$ cat src/rtl/nesoi_video_pkg.sv
// Shared video types and constants: phase encoding, default 640x480@60 timing and
// the colour-bar table used by the optional test pattern.
package nesoi_video_pkg;

  typedef enum logic [1:0] {PH_ACTIVE, PH_FP, PH_SYNC, PH_BP} phase_e;

  localparam int unsigned DEF_H_ACTIVE = 640;
  localparam int unsigned DEF_H_FP     = 16;
  localparam int unsigned DEF_H_SYNC   = 96;
  localparam int unsigned DEF_H_BP     = 48;
  localparam int unsigned DEF_V_ACTIVE = 480;
  localparam int unsigned DEF_V_FP     = 10;
  localparam int unsigned DEF_V_SYNC   = 2;
  localparam int unsigned DEF_V_BP     = 33;
  localparam int unsigned DEF_CNT_W    = 10;

  localparam logic [23:0] BAR_RGB [8] = '{
    24'hFFFFFF, 24'hFFFF00, 24'h00FFFF, 24'h00FF00,
    24'hFF00FF, 24'hFF0000, 24'h0000FF, 24'h000000
  };

  function automatic logic [23:0] bar_color(input logic [2:0] idx);
    return BAR_RGB[idx];
  endfunction

endpackage

$ cat src/rtl/video_timing_gen_if.sv
// Raster timing bundle between the timing generator (master) and its consumer (slave).
// The rgb signal exists only when NESOI_TEST_PATTERN_EN is defined.
interface video_timing_gen_if #(
  parameter int unsigned CNT_W = 10
);
  logic             en;
  logic             hsync;
  logic             vsync;
  logic             de;
  logic [CNT_W-1:0] x;
  logic [CNT_W-1:0] y;
  logic             line_start;
  logic             frame_start;
`ifdef NESOI_TEST_PATTERN_EN
  logic [23:0]      rgb;
`endif

  modport master (
    input  en,
    output hsync, vsync, de, x, y, line_start, frame_start
`ifdef NESOI_TEST_PATTERN_EN
    , output rgb
`endif
  );

  modport slave (
    output en,
    input  hsync, vsync, de, x, y, line_start, frame_start
`ifdef NESOI_TEST_PATTERN_EN
    , input rgb
`endif
  );
endinterface

$ cat src/rtl/timing_axis.sv
// One raster axis: wrapping counter plus ACTIVE/FP/SYNC/BP phase FSM.
// wrap flags the terminal count, so a step taken while wrap=1 returns the counter to 0.
module timing_axis
  import nesoi_video_pkg::*;
#(
  parameter int unsigned ACTIVE = 640,
  parameter int unsigned FP     = 16,
  parameter int unsigned SYNC   = 96,
  parameter int unsigned BP     = 48,
  parameter int unsigned W      = 10
) (
  input  logic         clk,
  input  logic         rst,
  input  logic         step,
  output logic [W-1:0] cnt,
  output phase_e       phase,
  output logic         wrap
);

  localparam int unsigned TOTAL      = ACTIVE + FP + SYNC + BP;
  localparam logic [W-1:0] LAST       = W'(TOTAL - 1);
  localparam logic [W-1:0] FP_START   = W'(ACTIVE);
  localparam logic [W-1:0] SYNC_START = W'(ACTIVE + FP);
  localparam logic [W-1:0] BP_START   = W'(ACTIVE + FP + SYNC);

  logic [W-1:0] cnt_q, cnt_d;
  phase_e       phase_q;

  assign wrap  = (cnt_q == LAST);
  assign cnt_d = wrap ? '0 : cnt_q + 1'b1;
  assign cnt   = cnt_q;
  assign phase = phase_q;

  // Transitions look at the next count so the phase always matches the counter it sits beside.
  always_ff @(posedge clk or posedge rst) begin
    if (rst) begin
      cnt_q   <= LAST;
      phase_q <= (BP != 0) ? PH_BP : PH_SYNC;
    end else if (step) begin
      cnt_q <= cnt_d;
      unique case (phase_q)
        PH_ACTIVE: if (cnt_d == FP_START) phase_q <= (FP != 0) ? PH_FP : PH_SYNC;
        PH_FP:     if (cnt_d == SYNC_START) phase_q <= PH_SYNC;
        PH_SYNC: begin
          // With BP == 0 the sync phase ends on the wrap itself.
          if (cnt_d == '0)            phase_q <= PH_ACTIVE;
          else if (cnt_d == BP_START) phase_q <= PH_BP;
        end
        PH_BP:     if (cnt_d == '0) phase_q <= PH_ACTIVE;
      endcase
    end
  end

endmodule

$ cat src/rtl/video_timing_gen.sv
// Raster timing generator (default VESA 640x480@60) feeding the HDMI encoder.
// Define NESOI_TEST_PATTERN_EN to add the 8-bar colour test pattern on rgb.
module video_timing_gen
  import nesoi_video_pkg::*;
#(
  parameter int unsigned H_ACTIVE = DEF_H_ACTIVE,
  parameter int unsigned H_FP     = DEF_H_FP,
  parameter int unsigned H_SYNC   = DEF_H_SYNC,
  parameter int unsigned H_BP     = DEF_H_BP,
  parameter int unsigned V_ACTIVE = DEF_V_ACTIVE,
  parameter int unsigned V_FP     = DEF_V_FP,
  parameter int unsigned V_SYNC   = DEF_V_SYNC,
  parameter int unsigned V_BP     = DEF_V_BP,
  parameter bit          HS_POL   = 1'b0,
  parameter bit          VS_POL   = 1'b0,
  parameter int unsigned CNT_W    = DEF_CNT_W
) (
  input logic              clk,
  input logic              rst,
  video_timing_gen_if.master vid
);

  logic [CNT_W-1:0] h_cnt, v_cnt;
  phase_e           h_phase, v_phase;
  logic             h_wrap, v_wrap;
  logic             started_q;
  logic             de_int;

  timing_axis #(
    .ACTIVE (H_ACTIVE),
    .FP     (H_FP),
    .SYNC   (H_SYNC),
    .BP     (H_BP),
    .W      (CNT_W)
  ) u_h_axis (
    .clk   (clk),
    .rst   (rst),
    .step  (vid.en),
    .cnt   (h_cnt),
    .phase (h_phase),
    .wrap  (h_wrap)
  );

  timing_axis #(
    .ACTIVE (V_ACTIVE),
    .FP     (V_FP),
    .SYNC   (V_SYNC),
    .BP     (V_BP),
    .W      (CNT_W)
  ) u_v_axis (
    .clk   (clk),
    .rst   (rst),
    .step  (vid.en & h_wrap),
    .cnt   (v_cnt),
    .phase (v_phase),
    .wrap  (v_wrap)
  );

  // Counters park at the last position in reset; outputs stay idle until the first step.
  always_ff @(posedge clk or posedge rst) begin
    if (rst) begin
      started_q <= 1'b0;
    end else if (vid.en) begin
      started_q <= 1'b1;
    end
  end

  assign de_int          = started_q && (h_phase == PH_ACTIVE) && (v_phase == PH_ACTIVE);
  assign vid.de          = de_int;
  assign vid.hsync       = (started_q && (h_phase == PH_SYNC)) ? HS_POL : ~HS_POL;
  assign vid.vsync       = (started_q && (v_phase == PH_SYNC)) ? VS_POL : ~VS_POL;
  assign vid.x           = started_q ? h_cnt : '0;
  assign vid.y           = started_q ? v_cnt : '0;
  assign vid.line_start  = started_q && (h_cnt == '0);
  assign vid.frame_start = started_q && (h_cnt == '0) && (v_cnt == '0);

`ifdef NESOI_TEST_PATTERN_EN
  localparam int unsigned BAR_W = (H_ACTIVE >= 8) ? H_ACTIVE / 8 : 1;

  logic [CNT_W-1:0] bar_raw;
  logic [2:0]       bar_idx;

  always_comb begin
    bar_raw = h_cnt / CNT_W'(BAR_W);
    bar_idx = (bar_raw > CNT_W'(7)) ? 3'd7 : bar_raw[2:0];
  end

  assign vid.rgb = de_int ? bar_color(bar_idx) : 24'h000000;
`endif

endmodule
$ cat src/flat_wrapper.sv
// flat-port wrapper written by rule: the top's interface ports become plain ports
module video_timing_gen_flat import nesoi_video_pkg::*;
#(
  parameter int unsigned H_ACTIVE = DEF_H_ACTIVE,
  parameter int unsigned H_FP     = DEF_H_FP,
  parameter int unsigned H_SYNC   = DEF_H_SYNC,
  parameter int unsigned H_BP     = DEF_H_BP,
  parameter int unsigned V_ACTIVE = DEF_V_ACTIVE,
  parameter int unsigned V_FP     = DEF_V_FP,
  parameter int unsigned V_SYNC   = DEF_V_SYNC,
  parameter int unsigned V_BP     = DEF_V_BP,
  parameter bit          HS_POL   = 1'b0,
  parameter bit          VS_POL   = 1'b0,
  parameter int unsigned CNT_W    = DEF_CNT_W
)
  (clk, rst, vid_en, vid_hsync, vid_vsync, vid_de, vid_x, vid_y, vid_line_start, vid_frame_start);
  video_timing_gen_if #(.CNT_W(CNT_W)) vid_i ();
  input logic clk;
  input logic rst;
  input wire logic [$bits(vid_i.en)-1:0] vid_en;
  output wire logic [$bits(vid_i.hsync)-1:0] vid_hsync;
  output wire logic [$bits(vid_i.vsync)-1:0] vid_vsync;
  output wire logic [$bits(vid_i.de)-1:0] vid_de;
  output wire logic [$bits(vid_i.x)-1:0] vid_x;
  output wire logic [$bits(vid_i.y)-1:0] vid_y;
  output wire logic [$bits(vid_i.line_start)-1:0] vid_line_start;
  output wire logic [$bits(vid_i.frame_start)-1:0] vid_frame_start;
  assign vid_i.en = vid_en;
  assign vid_hsync = vid_i.hsync;
  assign vid_vsync = vid_i.vsync;
  assign vid_de = vid_i.de;
  assign vid_x = vid_i.x;
  assign vid_y = vid_i.y;
  assign vid_line_start = vid_i.line_start;
  assign vid_frame_start = vid_i.frame_start;
  video_timing_gen #(.H_ACTIVE(H_ACTIVE), .H_FP(H_FP), .H_SYNC(H_SYNC), .H_BP(H_BP), .V_ACTIVE(V_ACTIVE), .V_FP(V_FP), .V_SYNC(V_SYNC), .V_BP(V_BP), .HS_POL(HS_POL), .VS_POL(VS_POL), .CNT_W(CNT_W)) u_core (.clk(clk), .rst(rst), .vid(vid_i));
endmodule
$ cat config.mk
export PLATFORM = sky130hd
export DESIGN_NAME = video_timing_gen_flat
export DESIGN_NICKNAME = d
export VERILOG_FILES = /design/src/rtl/nesoi_video_pkg.sv /design/src/rtl/video_timing_gen_if.sv /design/src/rtl/timing_axis.sv /design/src/rtl/video_timing_gen.sv /design/src/flat_wrapper.sv
export SDC_FILE = /design/constraint.sdc
export NUM_CORES = 1
export LEC_CHECK = 0
export CAP_MARGIN = 20
export CORE_UTILIZATION = 40
export CTS_BUF_LIST = sky130_fd_sc_hd__clkbuf_8
export DETAILED_ROUTE_END_ITERATION = 16
export GPL_TIMING_DRIVEN = 0
export SYNTH_ARGS = -nofsm -noshare
export SYNTH_HDL_FRONTEND = slang
export SYNTH_SLANG_ARGS = --single-unit
$ cat constraint.sdc
create_clock -name clk -period 2.2 [get_ports clk]
set_input_delay 0.22 -clock clk [delete_from_list [all_inputs] [get_ports clk]]
set_output_delay 0.22 -clock clk [all_outputs]
set_load 0.01 [all_outputs]
==> results by group, run 1 <==
GRT
  • Largest net degree at the start of global routing: 26
  • Met2 Resource Use GR: 0.3423
  • Met1 Use GR: 0.3452
  • Gr busiest metal: met1
  • GRT Total Usage: 0.2286
  • First-pass GRT wire length: 9666 µm
  • GR Util met3: 0.03347
  • GRT overflow: 0
  • Vias in the first global route: 1820
  • Initial antenna violation count: 0

Clocking
  • CTS tree: done
  • Root Driver: clkbuf_8
  • Reg clk slew, reported paths: 90 ps
  • CTS buffer count: 3
  • Hold-fix buffers, CTS: 0
  • CTS HTree Levels: 1
  • Longest Clk Path Bufs: 2
  • Worst skew pair latency: 270 ps
  • Clock Sinks: 25

Critical path
  • Worst-path fanout max: 10
  • Critical path data arrival time: 2800 ps
  • Worst Setup SP: u_core.u_h_axis.cnt[3]$_DFFE_PP1P_
  • CP required: 2400 ps
  • Critical setup path kind: flop to flop
  • Critical R2R Capture: u_core.u_h_axis.phase[0]$_DFFE_PP1P_
  • Nature of the critical path endpoint: flop
  • Reg-to-reg slack, setup: -410 ps
  • R2r startpoint: u_core.u_h_axis.cnt[3]$_DFFE_PP1P_
  • CP peak stage delay: 540 ps
  • Critical Path Sink: u_core.u_h_axis.phase[0]$_DFFE_PP1P_
  • Crit path cell chain: clkbuf_4 > nand4_1 > buf_4 > or3_4 > a2111oi_4 > o2111a_2 > mux2_4
  • Worst Reg-to-Reg Cells: 7
  • Worst setup SP type: flop
  • Critical path's slowest cell: dfstp_2

STA
  • Hold Slack: 199.6 ps
  • Max Clock Skew: 8.634 ps
  • # setup viols final: 12
  • Final slew viol count: 0
  • RSZ-0062 raised after global routing: true
  • FMAX: 383.6 MHz
  • Tmin final: 2607 ps
  • Worst rel slew slack: 0.6478
  • Final hold vios: 0
  • Setup WS post-layout: -406.7 ps
  • Worst-Margin Slew: 528.2 ps
  • Final worst-path cycle share: 1.185

Yosys
  • Synth Warn #: 0
  • Complex-gate fraction of the synthesized area: 0.2000
  • Dominant cell type by area after synthesis: dfstp_2
  • Count leader, synth: and2_1
  • Simple-gate area share of the yosys netlist: 0.3219
  • Syn avg cell area: 8.128 µm²
  • Mapped Cells: 264
  • Netlist Area Pre-Place: 2146 µm²
  • Post-Synth Adder-Cell Area: 0.02915
  • Share of the synthesized area in the top cell type: 0.1714
  • Synth Register Bits: 25
  • EDFF count, synth: 0
  • Synth cell types: 59
  • Multiplexer area fraction after synthesis: 0.02566
  • Most frequent cells after synthesis: and2_1 (23), nand2_1 (22), clkbuf_1 (17)
  • Synth Flop Type: dfstp_2
  • XOR/XNOR Fraction of Synth Area: 0.05714
  • Synthesized Nets: 272
  • Area contributors post-synth: dfstp_2 (17%), dfrtp_1 (13%), and2_1 (6.7%)
  • Share of synthesized registers carrying an async set or reset: 1.000
  • Register area share after synthesis: 0.2997
  • Largest family of logic cells by synthesized area: simple AND/OR/NAND/NOR gates

Die
  • # IOs: 28
  • Full die area: 5661 µm²
  • Initial Utilization: 0.4175
  • Die height: 75.24 µm
  • Std cell rows: 26
  • Die W: 75.24 µm
  • Floorplan core area: 5140 µm²

Power
  • Leakage dissipation: 1.041 nW
  • Maximum VDD drop: 271.6 µV
  • PD cells: 570.2 nW/µm²

Cells and area
  • Multi-input logic area: 1459 µm²
  • FF+latch area: 643.1 µm²
  • Core Util, Final: 0.5375
  • Nets: 313
  • Area delta synth->final: 28.75%
  • # diodes: 0
  • Number of fill cells in the layout: 511
  • Share of layout cells above drive strength 1: 0.2368

Drt
  • Remaining antenna violation count: 0
  • Drt pass-1 iters: 4
  • DRT Wirelength: 5952 µm
  • Vias per cell: 5.730
  • Drt wl/cell: 15.91 µm
  • Initial drt markers: 246
  • Vias: 2143
  • Residual DRC count: 0

Place
  • Input/output buffers: 27
  • Gpl congestion: 0.8763
  • Post-detail-place hpwl: 4168 µm

Run status
  • Status: finished, violations left
  • Failing checks: negative setup slack

Run
  • Number of max-cap violations: 0

Hold path
  • Hold crit path type: input pin to asynchronous set/reset pin
## stage by stage
step / cells / power, W / area [µm²] / setup slack, ps / setup TNS, ps
after floorplan: 264 / 0.001019 / 2190 / -116.1 / -232.2
after global placement: 361 / 0.001246 / 2547 / -470.5 / -4368
after detailed placement: 361 / 0.001249 / 2547 / -494.0 / -3859
after CTS: 372 / 0.001568 / 2688 / -328.6 / -3066
after global routing: 374 / 0.001696 / 2763 / -440.4 / -3016
final: 374 / 0.001575 / 2763 / -406.7 / -1903
## critical path: cells and delay by family (launching register included)
kind                   cells  cell delay, ps
flip-flops                 1             540
multiplexers               1             310
buffers and inverters      2             400
AO/OA/AOI/OAI              2             690
AND/OR/NAND/NOR            2             600
## sequential cells by signal (all words and copies together) (netlist names)
name                   flops
u_core.u_v_axis.phase      2
u_core.u_h_axis.phase      2
u_core.u_h_axis.cnt       10
u_core.u_v_axis.cnt       10
u_core.started_q           1
## layout by cell type (no fill, tap or decap), drive strengths merged, types with 7 or more instances in the layout
| cell type | n |
|---|---|
| a21oi | 10 |
| a31oi | 7 |
| and2 | 23 |
| buf | 17 |
| clkbuf | 20 |
| clkdlybuf4s50 | 25 |
| dfrtp | 11 |
| dfstp | 14 |
| inv | 13 |
| nand2 | 22 |
| nand3 | 12 |
| nand4 | 7 |
| nor2 | 9 |
| nor3 | 12 |
| o21ai | 12 |
| xnor2 | 10 |
## timing repair
| action | CTS | global route |
|---|---|---|
| pin swaps | 6 | 6 |
| buffers inserted | 9 | 3 |
| gates resized for setup | 13 | 24 |
| endpoints found under the setup margin | 16 | 33 |
## report_power, final
part	internal [W]	total (W)	switching (W)	leakage (nW)
Combinational	0.000325	0.000711	0.000386	0.723
Clock	0.000125	0.000272	0.000147	0.0269
Sequential	0.000538	0.000592	0.0000542	0.291
Total	0.000988	0.00158	0.000587	1.04
## worst min path at each step
stage,start,end,depth (start not counted)
floorplan,rst,u_core.started_q$_DFFE_PP0P_,1
global placement,u_core.u_v_axis.cnt[9]$_DFFE_PP1P_,u_core.u_v_axis.cnt[9]$_DFFE_PP1P_,2
detailed placement,u_core.u_v_axis.cnt[9]$_DFFE_PP1P_,u_core.u_v_axis.cnt[9]$_DFFE_PP1P_,2
CTS,rst,u_core.u_v_axis.cnt[0]$_DFFE_PP0P_,2
global route,rst,u_core.u_h_axis.cnt[7]$_DFFE_PP0P_,2
finish,rst,u_core.u_h_axis.cnt[7]$_DFFE_PP0P_,2
## cells by family after synthesis
family / Yosys count
buffers and inverters: 36
muxes: 5
DFF: 25
xor gates and xnor gates: 14
AOI/OAI and AO/OA: 59
and+or+nand+nor: 120
adders and majority gates: 5
## metal layers
metal,vias up,routed length (µm)
met5,-,0
met4,0,85
met3,8,293
met2,73,2782
met1,1013,2791
li1,1049,-
## area by class of cell
| cell class | instances | share of cell area |
|---|---|---|
| buffer | 20 | 0.03578 |
| clock buffer | 3 | 0.01495 |
| clock inverter | 1 | 0.001359 |
| inverter | 12 | 0.01721 |
| multi-input combinational | 203 | 0.5281 |
| sequential | 25 | 0.2328 |
| tap | 70 | 0.03170 |
| timing repair buffer | 40 | 0.1381 |
Power figures use the tool's default switching activity.
==> inputs of run 2 (changes only) <==
--- a/config.mk
+++ b/config.mk
@@ -9,7 +9,9 @@
 export CORE_UTILIZATION = 40
 export CTS_BUF_LIST = sky130_fd_sc_hd__clkbuf_8
 export DETAILED_ROUTE_END_ITERATION = 16
+export GPL_ROUTABILITY_DRIVEN = 0
 export GPL_TIMING_DRIVEN = 0
+export SKIP_CTS_REPAIR_TIMING = 1
 export SYNTH_ARGS = -nofsm -noshare
 export SYNTH_HDL_FRONTEND = slang
 export SYNTH_SLANG_ARGS = --single-unit
==> run 2 against run 1 <==
  * The run still ends with negative setup slack left
  * Final cell count is 0.80% lower
  * Clock skew barely moved
  * Die area did not move
  * Combinational power decreased by 2%
  * Global-route usage is 0.48 points lower
  * Critical path type unchanged
  * Critical endpoint unchanged
  * Largest power group unchanged
  * Highest routed layer unchanged
==> results by group, run 2 (same netlist as run 1, synthesis figures left out) <==
Drt
  • Vias per cell: 5.747 (+0.29%)
  • Drt pass-1 iters: 4 (unchanged)
  • Drt wl/cell: 16.31 µm (+2.5%)
  • Remaining antenna violation count: 0 (unchanged)
  • DRT Wirelength: 6052 µm (+1.7%)
  • Residual DRC count: 0 (unchanged)
  • Initial drt markers: 170 (-31%)
  • Vias: 2132 (-0.51%)

Run status
  • Status: finished, violations left
  • Failing checks: negative setup slack

Clocking
  • Longest Clk Path Bufs: 2 (unchanged)
  • Root Driver: clkbuf_8
  • CTS HTree Levels: 1 (unchanged)
  • Worst skew pair latency: 270 ps (about the same)
  • Reg clk slew, reported paths: 90 ps (about the same)
  • CTS tree: done
  • Clock Sinks: 25 (unchanged)
  • CTS buffer count: 3 (unchanged)

STA
  • Worst rel slew slack: 0.6164 (-0.03140)
  • Max Clock Skew: 8.577 ps (-0.05695 ps)
  • # setup viols final: 12 (unchanged)
  • Final slew viol count: 0 (unchanged)
  • FMAX: 383.5 MHz (about the same)
  • Final setup TNS: -2277 ps (-374.2 ps)
  • Hold Slack: 199.2 ps (-0.3840 ps)
  • Final worst-path cycle share: 1.185 (about the same)
  • Worst-Margin Slew: 575.3 ps (+47.10 ps)
  • RSZ-0062 raised after global routing: true
  • Tmin final: 2607 ps (+0.5790 ps)
  • Final hold vios: 0 (unchanged)
  • Setup WS post-layout: -407.3 ps (-0.5790 ps)

Power
  • Maximum VDD drop: 289.3 µV (+6.5%)
  • Total Power: 0.001568 W (-0.43%)
  • Leakage dissipation: 1.054 nW (+1.3%)
  • PD cells: 568.5 nW/µm² (-0.30%)

Critical path
  • Worst setup SP type: flop
  • Worst-path fanout max: 6 (-4)
  • Crit path cell chain: ha_4 > nand4_1 > or3_4 > a2111oi_4 > o2111a_2 > mux2_4
  • Critical setup path kind: flop to flop
  • Nature of the critical path endpoint: flop
  • Critical path's slowest cell: dfstp_2
  • CP required: 2400 ps (about the same)
  • CP peak stage delay: 590 ps (+50 ps)
  • Reg-to-reg slack, setup: -410 ps (about the same)
  • Critical path data arrival time: 2810 ps (about the same)

Die
  • Initial Utilization: 0.4175 (unchanged)
  • # IOs: 28 (unchanged)
  • Die height: 75.24 µm (unchanged)
  • Std cell rows: 26 (unchanged)
  • Die W: 75.24 µm (unchanged)
  • Full die area: 5661 µm² (unchanged)
  • Floorplan core area: 5140 µm² (unchanged)

Place
  • Dpl cells: 361 (unchanged)
  • Input/output buffers: 27 (unchanged)
  • Post-detail-place hpwl: 4168 µm (unchanged)

Cells and area
  • Share of layout cells above drive strength 1: 0.2159 (-0.02090)
  • Core Util, Final: 0.5368 (-0.0007300)
  • Area delta synth->final: 28.57%
  • Non-filler cells, final: 371 (-0.80%)
  • # diodes: 0 (unchanged)
  • Most frequent cells in the layout: clkdlybuf4s50_1 (25), and2_1 (23), nand2_1 (21)
  • Nets: 310 (-0.96%)
  • Number of fill cells in the layout: 509 (-0.39%)
  • Most common cell after layout, fill and taps aside: clkdlybuf4s50_1

GRT
  • First-pass GRT wire length: 9487 µm (-1.9%)
  • Vias in the first global route: 1795 (-1.4%)
  • GRT Total Usage: 0.2238 (-0.004791)
  • Largest net degree at the start of global routing: 26 (unchanged)
  • GRT overflow: 0 (unchanged)
  • Initial antenna violation count: 0 (unchanged)

Hold path
  • Hold crit path type: input pin to asynchronous set/reset pin

Run
  • Number of max-cap violations: 0 (unchanged)
run 2: path summary, 6_finish.rpt:
kind,startpoint,endpoint,cells after the start
worst max-delay path,u_core.u_h_axis.cnt[1]$_DFFE_PP1P_,u_core.u_h_axis.phase[0]$_DFFE_PP1P_,6
worst min-delay path,rst,u_core.u_h_axis.cnt[5]$_DFFE_PP0P_,2
worst max register to register,u_core.u_h_axis.cnt[1]$_DFFE_PP1P_,u_core.u_h_axis.phase[0]$_DFFE_PP1P_,6
worst min register to register,u_core.u_v_axis.cnt[9]$_DFFE_PP1P_,u_core.u_v_axis.cnt[9]$_DFFE_PP1P_,2
max in group asynchronous,rst,u_core.u_v_axis.phase[0]$_DFFE_PP1P_,3
min in group clk,u_core.u_v_axis.cnt[9]$_DFFE_PP1P_,u_core.u_v_axis.cnt[9]$_DFFE_PP1P_,2
run 2: cell type report:
class	count	area [µm²]	share of cell area
multi-input cells	203	1465	0.5311
flip-flops and latches	25	644.4	0.2336
repair buffers	35	355.3	0.1288
plain buffers	22	113.9	0.04127
well taps	70	87.58	0.03175
inverters	12	47.55	0.01723
clock buffers	3	41.29	0.01497
clock inverters	1	3.754	0.001361
run 2: through the flow:
| stage | area (µm²) | worst slack [ps] |
|---|---|---|
| final | 2759 | -407.3 |
| after global routing | 2759 | -484.3 |
| after CTS | 2592 | -520.0 |
| after detailed placement | 2547 | -494.0 |
| after global placement | 2547 | -470.5 |
| after floorplan | 2190 | -116.1 |
run 2: where the power goes:
group	internal [W]	total, W	switching (W)
Combinational	0.000317	0.000700	0.000383
Sequential	0.000538	0.000595	0.0000569
Clock	0.000125	0.000273	0.000148
run 2: worst max-delay path, delay by kind of cell (launching register included):
family,cells,cell delay [ps]
flip-flops,1,590
adder cells (fa/ha/maj),1,180
AO/OA/AOI/OAI,2,740
multiplexers,1,310
AND/OR/NAND/NOR,2,720
run 2: metal layers:
layer | track usage | share of wire | routed length [µm] | vias to the layer above
met2 | 0.3483 | 0.49 | 2937 | 40
met5 | 0 | 0 | 0 | -
met3 | 0.03213 | 0.033 | 200 | 2
met4 | 0.03704 | 0.0045 | 27 | 0
li1 | - | - | - | 1037
met1 | 0.3344 | 0.48 | 2886 | 1053
==> inputs of run 3 (changes only) <==
--- a/config.mk
+++ b/config.mk
@@ -11,7 +11,7 @@
 export DETAILED_ROUTE_END_ITERATION = 16
 export GPL_ROUTABILITY_DRIVEN = 0
 export GPL_TIMING_DRIVEN = 0
-export SKIP_CTS_REPAIR_TIMING = 1
+export SETUP_SLACK_MARGIN = 0.05
 export SYNTH_ARGS = -nofsm -noshare
 export SYNTH_HDL_FRONTEND = slang
 export SYNTH_SLANG_ARGS = --single-unit
==> run 3 against run 2 <==
  * The flow still finishes with violations (negative setup slack)
  * Critical path depth shrank 1
  * Register-to-register slack gained 160 ps
  * Clock power is essentially flat
  * Fmax grew 6.4%
  * Final cell count grew 1.6%
==> results by group, run 3 (same netlist as run 1, synthesis figures left out) <==
Run status
  • Failing checks: negative setup slack
  • Status: finished, violations left

Cells and area
  • Multi-input logic area: 1570 µm² (+7.2%)
  • FF+latch area: 644.4 µm² (unchanged)
  • Number of fill cells in the layout: 488 (-4.1%)
  • Most common cell after layout, fill and taps aside: clkdlybuf4s50_1
  • Area delta synth->final: 36.68%
  • # diodes: 0 (unchanged)
  • Most frequent cells in the layout: clkdlybuf4s50_1 (25), and2_1 (23), nand2_1 (20)
  • Share of layout cells above drive strength 1: 0.2899 (+0.07396)
  • Nets: 316 (+1.9%)

STA
  • Final worst-path cycle share: 1.114 (-0.07103)
  • # setup viols final: 3 (-9)
  • Setup WS post-layout: -251.0 ps (+156.3 ps)
  • Final slew viol count: 0 (unchanged)
  • Max Clock Skew: 7.042 ps (-1.535 ps)
  • Worst rel slew slack: 0.6474 (+0.03095)
  • RSZ-0062 raised after global routing: true
  • Worst-Margin Slew: 528.9 ps (-46.42 ps)
  • Final hold vios: 0 (unchanged)
  • Tmin final: 2451 ps (-156.3 ps)
  • FMAX: 408.0 MHz (+6.4%)
  • Hold Slack: 265.4 ps (+66.17 ps)
  • Final setup TNS: -583.0 ps (+1694 ps)

Die
  • Std cell rows: 26 (unchanged)
  • Die W: 75.24 µm (unchanged)
  • # IOs: 28 (unchanged)
  • Die height: 75.24 µm (unchanged)
  • Floorplan core area: 5140 µm² (unchanged)
  • Initial Utilization: 0.4175 (unchanged)
  • Full die area: 5661 µm² (unchanged)

GRT
  • Vias in the first global route: 1858 (+3.5%)
  • GRT Total Usage: 0.2212 (-0.002599)
  • GRT overflow: 0 (unchanged)
  • Initial antenna violation count: 0 (unchanged)
  • Met2 Resource Use GR: 0.3283 (-0.02002)
  • Gr busiest metal: met1
  • First-pass GRT wire length: 9397 µm (-0.95%)
  • GR Util met3: 0.02677 (-0.005355)
  • Largest net degree at the start of global routing: 26 (unchanged)
  • Met1 Use GR: 0.3400 (+0.005513)

Clocking
  • Worst skew pair latency: 270 ps (about the same)
  • CTS buffer count: 3 (unchanged)
  • Clock Sinks: 25 (unchanged)
  • Reg clk slew, reported paths: 90 ps (about the same)
  • CTS HTree Levels: 1 (unchanged)
  • CTS tree: done
  • Root Driver: clkbuf_8
  • Longest Clk Path Bufs: 2 (unchanged)

Drt
  • Drt pass-1 iters: 4 (unchanged)
  • Residual DRC count: 0 (unchanged)
  • Initial drt markers: 100 (-41%)
  • Vias: 2134 (+0.094%)
  • Drt wl/cell: 15.97 µm (-2.1%)
  • Vias per cell: 5.660 (-1.5%)
  • DRT Wirelength: 6019 µm (-0.55%)
  • Remaining antenna violation count: 0 (unchanged)

Hold path
  • Hold crit path type: input pin to asynchronous set/reset pin

Run
  • Number of max-cap violations: 0 (unchanged)

Power
  • Leakage dissipation: 1.078 nW (+2.2%)
  • Maximum VDD drop: 363.3 µV (+26%)
  • PD cells: 555.3 nW/µm² (-2.3%)
  • Total Power: 0.001629 W (+3.8%)

Place
  • Post-detail-place hpwl: 4174 µm (+0.13%)
  • Input/output buffers: 27 (unchanged)
  • Pre-CTS WS: -500.5 ps (-6.442 ps)

Critical path
  • CP required: 2400 ps (about the same)
  • Nature of the critical path endpoint: flop
  • Worst setup SP type: flop
  • Critical setup path kind: flop to flop
  • Critical path data arrival time: 2650 ps (-160 ps)
  • Worst-path fanout max: 4 (-2)
run 3: cell count changes in the layout (fill, tap and decap cells not counted), sizes merged:
cell,change
clkbuf,-2
buf,+10
dlymetal6s2s,-2
run 3: critical path: stages, from the launching register on:
cell and delay, ps:
dfstp_2 560, or3b_4 410, or3_4 430, a2111oi_4 380
o2111a_2 310, mux2_4 300
run 3: area by class of cell:
| cell class | count | area share |
|---|---|---|
| multi-input cells | 203 | 0.5354 |
| plain buffers | 21 | 0.04608 |
| clock buffers | 3 | 0.01408 |
| repair buffers | 42 | 0.1365 |
| well taps | 70 | 0.02986 |
| inverters | 12 | 0.01706 |
| clock inverters | 1 | 0.001280 |
| flip-flops and latches | 25 | 0.2197 |
run 3: report_power, final:
group / switching [W] / internal, W / leakage [nW]
clock network: 0.000145 / 0.000125 / 0.0269
logic: 0.000404 / 0.000356 / 0.760
registers: 0.0000591 / 0.000539 / 0.290
total: 0.000609 / 0.00102 / 1.08
run 3: path summary, 6_finish.rpt:
path,cells after the start,from,endpoint,slack [ps]
worst max-delay path,5,u_core.u_h_axis.cnt[9]$_DFFE_PP1P_,u_core.u_h_axis.phase[1]$_DFFE_PP1P_,-250
worst min-delay path,2,rst,u_core.started_q$_DFFE_PP0P_,270
worst max register to register,5,u_core.u_h_axis.cnt[9]$_DFFE_PP1P_,u_core.u_h_axis.phase[1]$_DFFE_PP1P_,-250
worst min register to register,2,u_core.u_v_axis.cnt[9]$_DFFE_PP1P_,u_core.u_v_axis.cnt[9]$_DFFE_PP1P_,580
max in group asynchronous,3,rst,u_core.u_h_axis.phase[0]$_DFFE_PP1P_,1390
min in group clk,2,u_core.u_v_axis.cnt[9]$_DFFE_PP1P_,u_core.u_v_axis.cnt[9]$_DFFE_PP1P_,580
run 3: layer usage:
metal / share of wire / routed length (µm)
met2: 0.45 / 2734
met5: 0 / 0
met3: 0.044 / 263
met1: 0.49 / 2951
met4: 0.012 / 70
run 3: what timing repair did:
| action | CTS | global route |
|---|---|---|
| setup endpoints to repair | 17 | 32 |
| hold buffers | 0 | 0 |
| pin swaps | 6 | 6 |
| buffers inserted | 9 | 5 |
| resized for setup | 28 | 40 |
run 3: per-stage QoR:
| step | util | cells | instance area, µm² |
|---|---|---|---|
| floorplan | - | 264 | 2197 |
| global placement | 0.4971 | 361 | 2555 |
| detailed placement | 0.4971 | 361 | 2555 |
| CTS | 0.5353 | 372 | 2751 |
| global route | 0.5706 | 377 | 2933 |
| finish | 0.5706 | 377 | 2933 |
